--- src/rtl/sseg_mux_n_if.sv ---
// ---------------------------------------------------------------------------
// sseg_mux_n_if : display data in / SSEG pins out for the N-digit scanner
// Revision 1.0
// ---------------------------------------------------------------------------
`default_nettype none

interface sseg_mux_n_if #(
  parameter int DIGITS = 8
);
  logic [4*DIGITS-1:0] value_i;
  logic [DIGITS-1:0]   dp_en_i;
  logic [DIGITS-1:0]   blank_i;
  logic                lz_suppress_i;
  logic [3:0]          bright_i;
  logic                debug_i;
  logic [7:0]          sseg_ca_o;
  logic [DIGITS-1:0]   sseg_an_o;
  logic                frame_done_o;

  modport master (
    output value_i, dp_en_i, blank_i, lz_suppress_i, bright_i, debug_i,
    input  sseg_ca_o, sseg_an_o, frame_done_o
  );

  modport slave (
    input  value_i, dp_en_i, blank_i, lz_suppress_i, bright_i, debug_i,
    output sseg_ca_o, sseg_an_o, frame_done_o
  );
endinterface

`default_nettype wire

--- src/rtl/sseg_mux_n.sv ---
// ---------------------------------------------------------------------------
// sseg_mux_n : N-digit multiplexed seven-segment driver with frame shadowing
// Revision 1.0
// ---------------------------------------------------------------------------
`default_nettype none

module sseg_mux_n #(
  parameter int DIGITS   = 8,
  parameter int SCAN_DIV = 16384
) (
  input  logic        clk,
  input  logic        rst_n,
  sseg_mux_n_if.slave bus
);

  localparam int IDX_W = (DIGITS > 1) ? $clog2(DIGITS) : 1;
  localparam int CNT_W = $clog2(SCAN_DIV);

  localparam logic [IDX_W-1:0] C_IDX_LAST = IDX_W'(DIGITS - 1);
  localparam logic [CNT_W-1:0] C_CNT_LAST = CNT_W'(SCAN_DIV - 1);

  logic [CNT_W-1:0]    slot_cnt_q, slot_cnt_d;
  logic [IDX_W-1:0]    idx_q, idx_d;
  logic [4*DIGITS-1:0] sh_val_q, sh_val_d;
  logic [DIGITS-1:0]   sh_dp_q, sh_dp_d;
  logic [DIGITS-1:0]   sh_blank_q, sh_blank_d;
  logic [7:0]          ca_q, ca_d;
  logic [DIGITS-1:0]   an_q, an_d;

  logic                w_slot_end;
  logic                w_snap;
  logic [DIGITS-1:0]   w_zero_from;
  logic [3:0]          w_nib;
  logic                w_dp;
  logic                w_blank;
  logic                w_sup;
  logic                w_dark;
  logic                w_lit;

  function automatic logic [6:0] seg_lut(input logic [3:0] n);
    logic [7:0] s;
    case (n)
      4'h0: s = 8'hC0;
      4'h1: s = 8'hF9;
      4'h2: s = 8'hA4;
      4'h3: s = 8'hB0;
      4'h4: s = 8'h99;
      4'h5: s = 8'h92;
      4'h6: s = 8'h82;
      4'h7: s = 8'hF8;
      4'h8: s = 8'h80;
      4'h9: s = 8'h90;
      4'hA: s = 8'h88;
      4'hB: s = 8'h83;
      4'hC: s = 8'hC6;
      4'hD: s = 8'hA1;
      4'hE: s = 8'h86;
      default: s = 8'h8E;
    endcase
    return s[6:0];
  endfunction

  // Scan sequencing; shadows reload only at the frame boundary.
  always_comb begin
    w_slot_end = bus.debug_i || (slot_cnt_q == C_CNT_LAST);
    w_snap     = w_slot_end && (idx_q == '0);
    slot_cnt_d = w_slot_end ? '0 : slot_cnt_q + 1'b1;
    if (!w_slot_end) begin
      idx_d = idx_q;
    end else if (idx_q == '0) begin
      idx_d = C_IDX_LAST;
    end else begin
      idx_d = idx_q - 1'b1;
    end
    sh_val_d   = w_snap ? bus.value_i : sh_val_q;
    sh_dp_d    = w_snap ? bus.dp_en_i : sh_dp_q;
    sh_blank_d = w_snap ? bus.blank_i : sh_blank_q;
  end

  // w_zero_from[i]: every shadow nibble from i up to the leftmost digit is 0.
  for (genvar gi = 0; gi < DIGITS; gi++) begin : g_lz
    assign w_zero_from[gi] = ~|sh_val_d[4*DIGITS-1:4*gi];
  end

  always_comb begin
    w_nib   = '0;
    w_dp    = 1'b0;
    w_blank = 1'b0;
    for (int i = 0; i < DIGITS; i++) begin
      if (idx_d == IDX_W'(i)) begin
        w_nib   = sh_val_d[4*i +: 4];
        w_dp    = sh_dp_d[i];
        w_blank = sh_blank_d[i];
      end
    end
    w_sup  = bus.lz_suppress_i && (idx_d != '0) && w_zero_from[idx_d];
    w_dark = w_blank || w_sup;
    w_lit  = !w_dark && (bus.debug_i || (slot_cnt_d[3:0] <= bus.bright_i));
    ca_d   = w_dark ? 8'hFF : {~w_dp, seg_lut(w_nib)};
    an_d   = w_lit ? ~(DIGITS'(1) << idx_d) : '1;
  end

  // Outputs are derived from the post-edge scan state so anode and cathode move together.
  always_ff @(posedge clk or negedge rst_n) begin
    if (!rst_n) begin
      slot_cnt_q <= '0;
      idx_q      <= C_IDX_LAST;
      sh_val_q   <= '0;
      sh_dp_q    <= '0;
      sh_blank_q <= '0;
      ca_q       <= 8'hFF;
      an_q       <= '1;
    end else begin
      slot_cnt_q <= slot_cnt_d;
      idx_q      <= idx_d;
      sh_val_q   <= sh_val_d;
      sh_dp_q    <= sh_dp_d;
      sh_blank_q <= sh_blank_d;
      ca_q       <= ca_d;
      an_q       <= an_d;
    end
  end

  assign bus.sseg_ca_o    = ca_q;
  assign bus.sseg_an_o    = an_q;
  assign bus.frame_done_o = w_snap;

endmodule

`default_nettype wire
--- src/flat_wrapper.sv ---
// flat-port wrapper written by rule: the top's interface ports become plain ports
module sseg_mux_n_flat 
#(
  parameter int DIGITS   = 8,
  parameter int SCAN_DIV = 16384
)
  (clk, rst_n, bus_value_i, bus_dp_en_i, bus_blank_i, bus_lz_suppress_i, bus_bright_i, bus_debug_i, bus_sseg_ca_o, bus_sseg_an_o, bus_frame_done_o);
  sseg_mux_n_if #(.DIGITS(DIGITS)) bus_i ();
  input  logic clk;
  input  logic rst_n;
  input wire logic [$bits(bus_i.value_i)-1:0] bus_value_i;
  input wire logic [$bits(bus_i.dp_en_i)-1:0] bus_dp_en_i;
  input wire logic [$bits(bus_i.blank_i)-1:0] bus_blank_i;
  input wire logic [$bits(bus_i.lz_suppress_i)-1:0] bus_lz_suppress_i;
  input wire logic [$bits(bus_i.bright_i)-1:0] bus_bright_i;
  input wire logic [$bits(bus_i.debug_i)-1:0] bus_debug_i;
  output wire logic [$bits(bus_i.sseg_ca_o)-1:0] bus_sseg_ca_o;
  output wire logic [$bits(bus_i.sseg_an_o)-1:0] bus_sseg_an_o;
  output wire logic [$bits(bus_i.frame_done_o)-1:0] bus_frame_done_o;
  assign bus_i.value_i = bus_value_i;
  assign bus_i.dp_en_i = bus_dp_en_i;
  assign bus_i.blank_i = bus_blank_i;
  assign bus_i.lz_suppress_i = bus_lz_suppress_i;
  assign bus_i.bright_i = bus_bright_i;
  assign bus_i.debug_i = bus_debug_i;
  assign bus_sseg_ca_o = bus_i.sseg_ca_o;
  assign bus_sseg_an_o = bus_i.sseg_an_o;
  assign bus_frame_done_o = bus_i.frame_done_o;
  sseg_mux_n #(.DIGITS(DIGITS), .SCAN_DIV(SCAN_DIV)) u_core (.clk(clk), .rst_n(rst_n), .bus(bus_i));
endmodule
--- config.mk ---
export PLATFORM = sky130hd
export DESIGN_NAME = sseg_mux_n_flat
export DESIGN_NICKNAME = d
export VERILOG_FILES = /design/src/rtl/sseg_mux_n_if.sv /design/src/rtl/sseg_mux_n.sv /design/src/flat_wrapper.sv
export SDC_FILE = /design/constraint.sdc
export NUM_CORES = 1
export LEC_CHECK = 0
export ABC_AREA = 1
export CAP_MARGIN = 15
export CORE_MARGIN = 5
export CORE_UTILIZATION = 58
export CTS_CLUSTER_SIZE = 10
export DETAILED_ROUTE_END_ITERATION = 12
export GPL_ROUTABILITY_DRIVEN = 0
export PLACE_DENSITY = 0.87
export SYNTH_ARGS = -nofsm -noshare
export SYNTH_HDL_FRONTEND = slang
export SYNTH_SLANG_ARGS = --single-unit
--- constraint.sdc ---
create_clock -name clk -period 6 [get_ports clk]
set_input_delay 0.6 -clock clk [delete_from_list [all_inputs] [get_ports clk]]
set_output_delay 0.6 -clock clk [all_outputs]
set_load 0.01 [all_outputs]
==> flow_summary.json <==
{
  "status": "complete, no violations",
  "tightest_slew_ns": 0.972,
  "initial_core_util_pct": 59.5,
  "async_reset_ff_share_pct": 100,
  "cp-start-kind": "flop",
  "final_cell_mix": "nand2_1 (216), clkdlybuf4s50_1 (71), dfrtp_1 (62)",
  "cpPeakStageDelay_ns": 0.46,
  "tns_ns": 0,
  "power_leakage_nw": 2.68,
  "crit_family": "simple AND/OR/NAND/NOR gates",
  "synth-seq-cells": 81,
  "grt_pass1_wl_um": 17800,
  "switching_power_w": 0.00114,
  "intPower_w": 0.00150,
  "p_clk_share_pct": 15.7,
  "worstPathRequired_ns": 6.27,
  "clk_path_buf_depth": 2,
  "synthFlopType": "dfrtp_1",
  "p_per_area_mw_per_mm2": 497,
  "grt_pass1_vias": 3931,
  "synth-edff-count": 0,
  "cts-root-buf": "clkbuf_8",
  "r2r_start": "u_core.slot_cnt_q[0]$_DFF_PN0_",
  "nNetsFinal": 700,
  "antenna_found_initial": 0,
  "final_util_pct": 73.1,
  "final_common_cell": "nand2_1",
  "ys_types": 37,
  "timing.final.ws_setup_ns": 1.92,
  "path_clk_slew_ns": 0.08,
  "firstDrtPassIters": 5,
  "path_depth": 23,
  "drv_cap": 0,
  "drt-initial-drc-count": 248,
  "post-place-ws_ns": 1.58,
  "max_freq_mhz": 245,
  "postCtsSetupRepairBufs": 0,
  "cp-endpoint": "u_core.bus.sseg_ca_o[0]$_DFF_PN1_",
  "cts_resized": 0,
  "via_per_inst": 5.27,
  "worstSetupEndpointType": "flop",
  "vias": 3867,
  "cts_tree": "built",
  "power.share.sequential_pct": 32.3,
  "fp.dieH_um": 96.3,
  "drive_gt1_share_pct": 10.9,
  "fin_crit_sh_pct": 67.9,
  "finalSetupViolations": 0,
  "rows": 31,
  "crit_arrival_ns": 4.35,
  "drc": 0,
  "syn_to_final_growth_pct": 22.8,
  "hpwl_um": 7570,
  "slew_violations": 0,
  "wl_per_cell_um": 14.4,
  "sw_frac_of_total_pct": 43.2,
  "slowest_stage": "nand2_4",
  "syn_inst": 557,
  "combPwrFrac_pct": 52.0,
  "crit_chain": "ha_1 > nand2_1 > inv_2 > nand2_2 > nor2_4 > nand2_4 > nand2_8 > nand2_4 > inv_1 > buf_16 > nand2_1 > nand2_1 > nand2_1 > nand3_1 > nor2_1 > nand4_1 > nor2_1 > inv_1 > ha_1 > inv_1 > nand3_1 > nand3_1 > nand3_1",
  "die_area_sq_mm": 0.00927,
  "fin_skew_ns": 0.00708,
  "cts_hold_buffers": 0,
  "max-slew-margin-rel_pct": 35.2,
  "synth_area_sq_mm": 0.00432,
  "port_buffers": 72,
  "cts_max_level": 3,
  "ys_seq_area_share_pct": 47.5,
  "syn-num-nets": 627,
  "grt_start_max_net_pins": 82,
  "hold_path_class": "in -> async",
  "min_period_ns": 4.08,
  "r2r_cells": 23,
  "critPathKind": "reg -> reg",
  "r2r_slack_ns": 1.92,
  "postRouteAntennaNets": 0,
  "power.total_w": 0.00264,
  "rsz0062_at_grt": "no",
  "clock_latency_ns": 0.35,
  "die_width_um": 96.3,
  "r2r-end": "u_core.bus.sseg_ca_o[0]$_DFF_PN1_",
  "ios": 73,
  "ir_drop_mv": 0.211,
  "cts_made_buffers": 9,
  "finalHoldViolCount": 0,
  "critPathBufInv": 5,
  "yosysWarningCount": 0,
  "grt-ovfl-total": 0,
  "avgSynthCellArea_sq_um": 7.75,
  "crit_fanout": 56,
  "core-area_sq_mm": 0.00725,
  "antenna_cells": 0,
  "wirelength_um": 10600,
  "critPathLaunch": "u_core.slot_cnt_q[0]$_DFF_PN0_",
  "cts_sinks": 81,
  "grt_use_total_pct": 25.1
}
==> sequential cells by signal, indices dropped and copies added, names as in the netlist <==
signal,count
u_core.sh_val_q,32
u_core.sh_dp_q,8
u_core.slot_cnt_q,14
u_core.bus.sseg_an_o,8
u_core.idx_q,3
u_core.sh_blank_q,8
u_core.bus.sseg_ca_o,8
==> metrics by stage <==
stage,cell area (sq um),hold WS [ns],std cells
global route,5300,0.496,734
global placement,5070,0.452,717
finish,5300,0.393,734
CTS,5280,0.442,733
floorplan,4320,0.304,557
detailed placement,5070,0.462,717
==> layout make-up <==
cell class / count / area [sq um]
inverter: 66 / 249
sequential: 81 / 2050
fill: 525 / 1950
timing repair buffer: 73 / 746
clock buffer: 11 / 153
multi-input combinational: 399 / 1930
tap: 99 / 124
clock inverter: 5 / 51.3
==> synth_stat cells (5+ instances only) <==
cell type | count | area (sq um)
a21oi_1 | 13 | 65.1
buf_6 | 5 | 56.3
dfrtp_1 | 62 | 1550
dfstp_2 | 19 | 499
ha_1 | 14 | 175
inv_1 | 59 | 221
inv_2 | 5 | 18.8
nand2_1 | 216 | 811
nand3_1 | 36 | 180
nand4_1 | 6 | 37.5
nor2_1 | 46 | 173
nor3_1 | 9 | 45.0
o21ai_0 | 16 | 80.1
o21ai_1 | 5 | 25.0
or2_2 | 8 | 50.1
==> worst min path at each step <==
stage / startpoint / endpoint / slack [ns] / cells after the start
floorplan: rst_n / u_core.sh_blank_q[0]$_DFF_PN0_ / 0.30 / 0
detailed placement: u_core.sh_val_q[2]$_DFF_PN0_ / u_core.sh_val_q[2]$_DFF_PN0_ / 0.46 / 2
global route: rst_n / u_core.slot_cnt_q[10]$_DFF_PN0_ / 0.50 / 1
finish: rst_n / u_core.slot_cnt_q[10]$_DFF_PN0_ / 0.39 / 1
global placement: u_core.sh_dp_q[6]$_DFF_PN0_ / u_core.sh_dp_q[6]$_DFF_PN0_ / 0.45 / 2
CTS: rst_n / u_core.slot_cnt_q[5]$_DFF_PN0_ / 0.44 / 1
==> cell families after synthesis <==
kind of cell	synth area share (%)
AND/OR/NAND/NOR	34.5
flip-flops	47.5
buffers and inverters	7.80
AO/OA/AOI/OAI	5.51
adder cells (fa/ha/maj)	4.06
XOR/XNOR	0.406
multiplexers	0.232
==> per-layer routing <==
metal  global-route usage [%]  routed length [um]  share of wire [%]
met4                     9.83                 282                2.7
met3                     5.08                 595                5.6
met5                        0                   0                  0
met2                     39.1                4960                 47
met1                     34.3                4760                 45
==> power by group through the flow <==
stage / clock network (W) / registers (W) / logic (W)
global route: 0.000444 / 0.000871 / 0.00154
detailed placement: 0 / 0.000860 / 0.00133
floorplan: 0 / 0.000871 / 0.000931
CTS: 0.000417 / 0.000851 / 0.00135
global placement: 0 / 0.000851 / 0.00126
finish: 0.000413 / 0.000851 / 0.00137
Power figures use the tool's default switching activity.
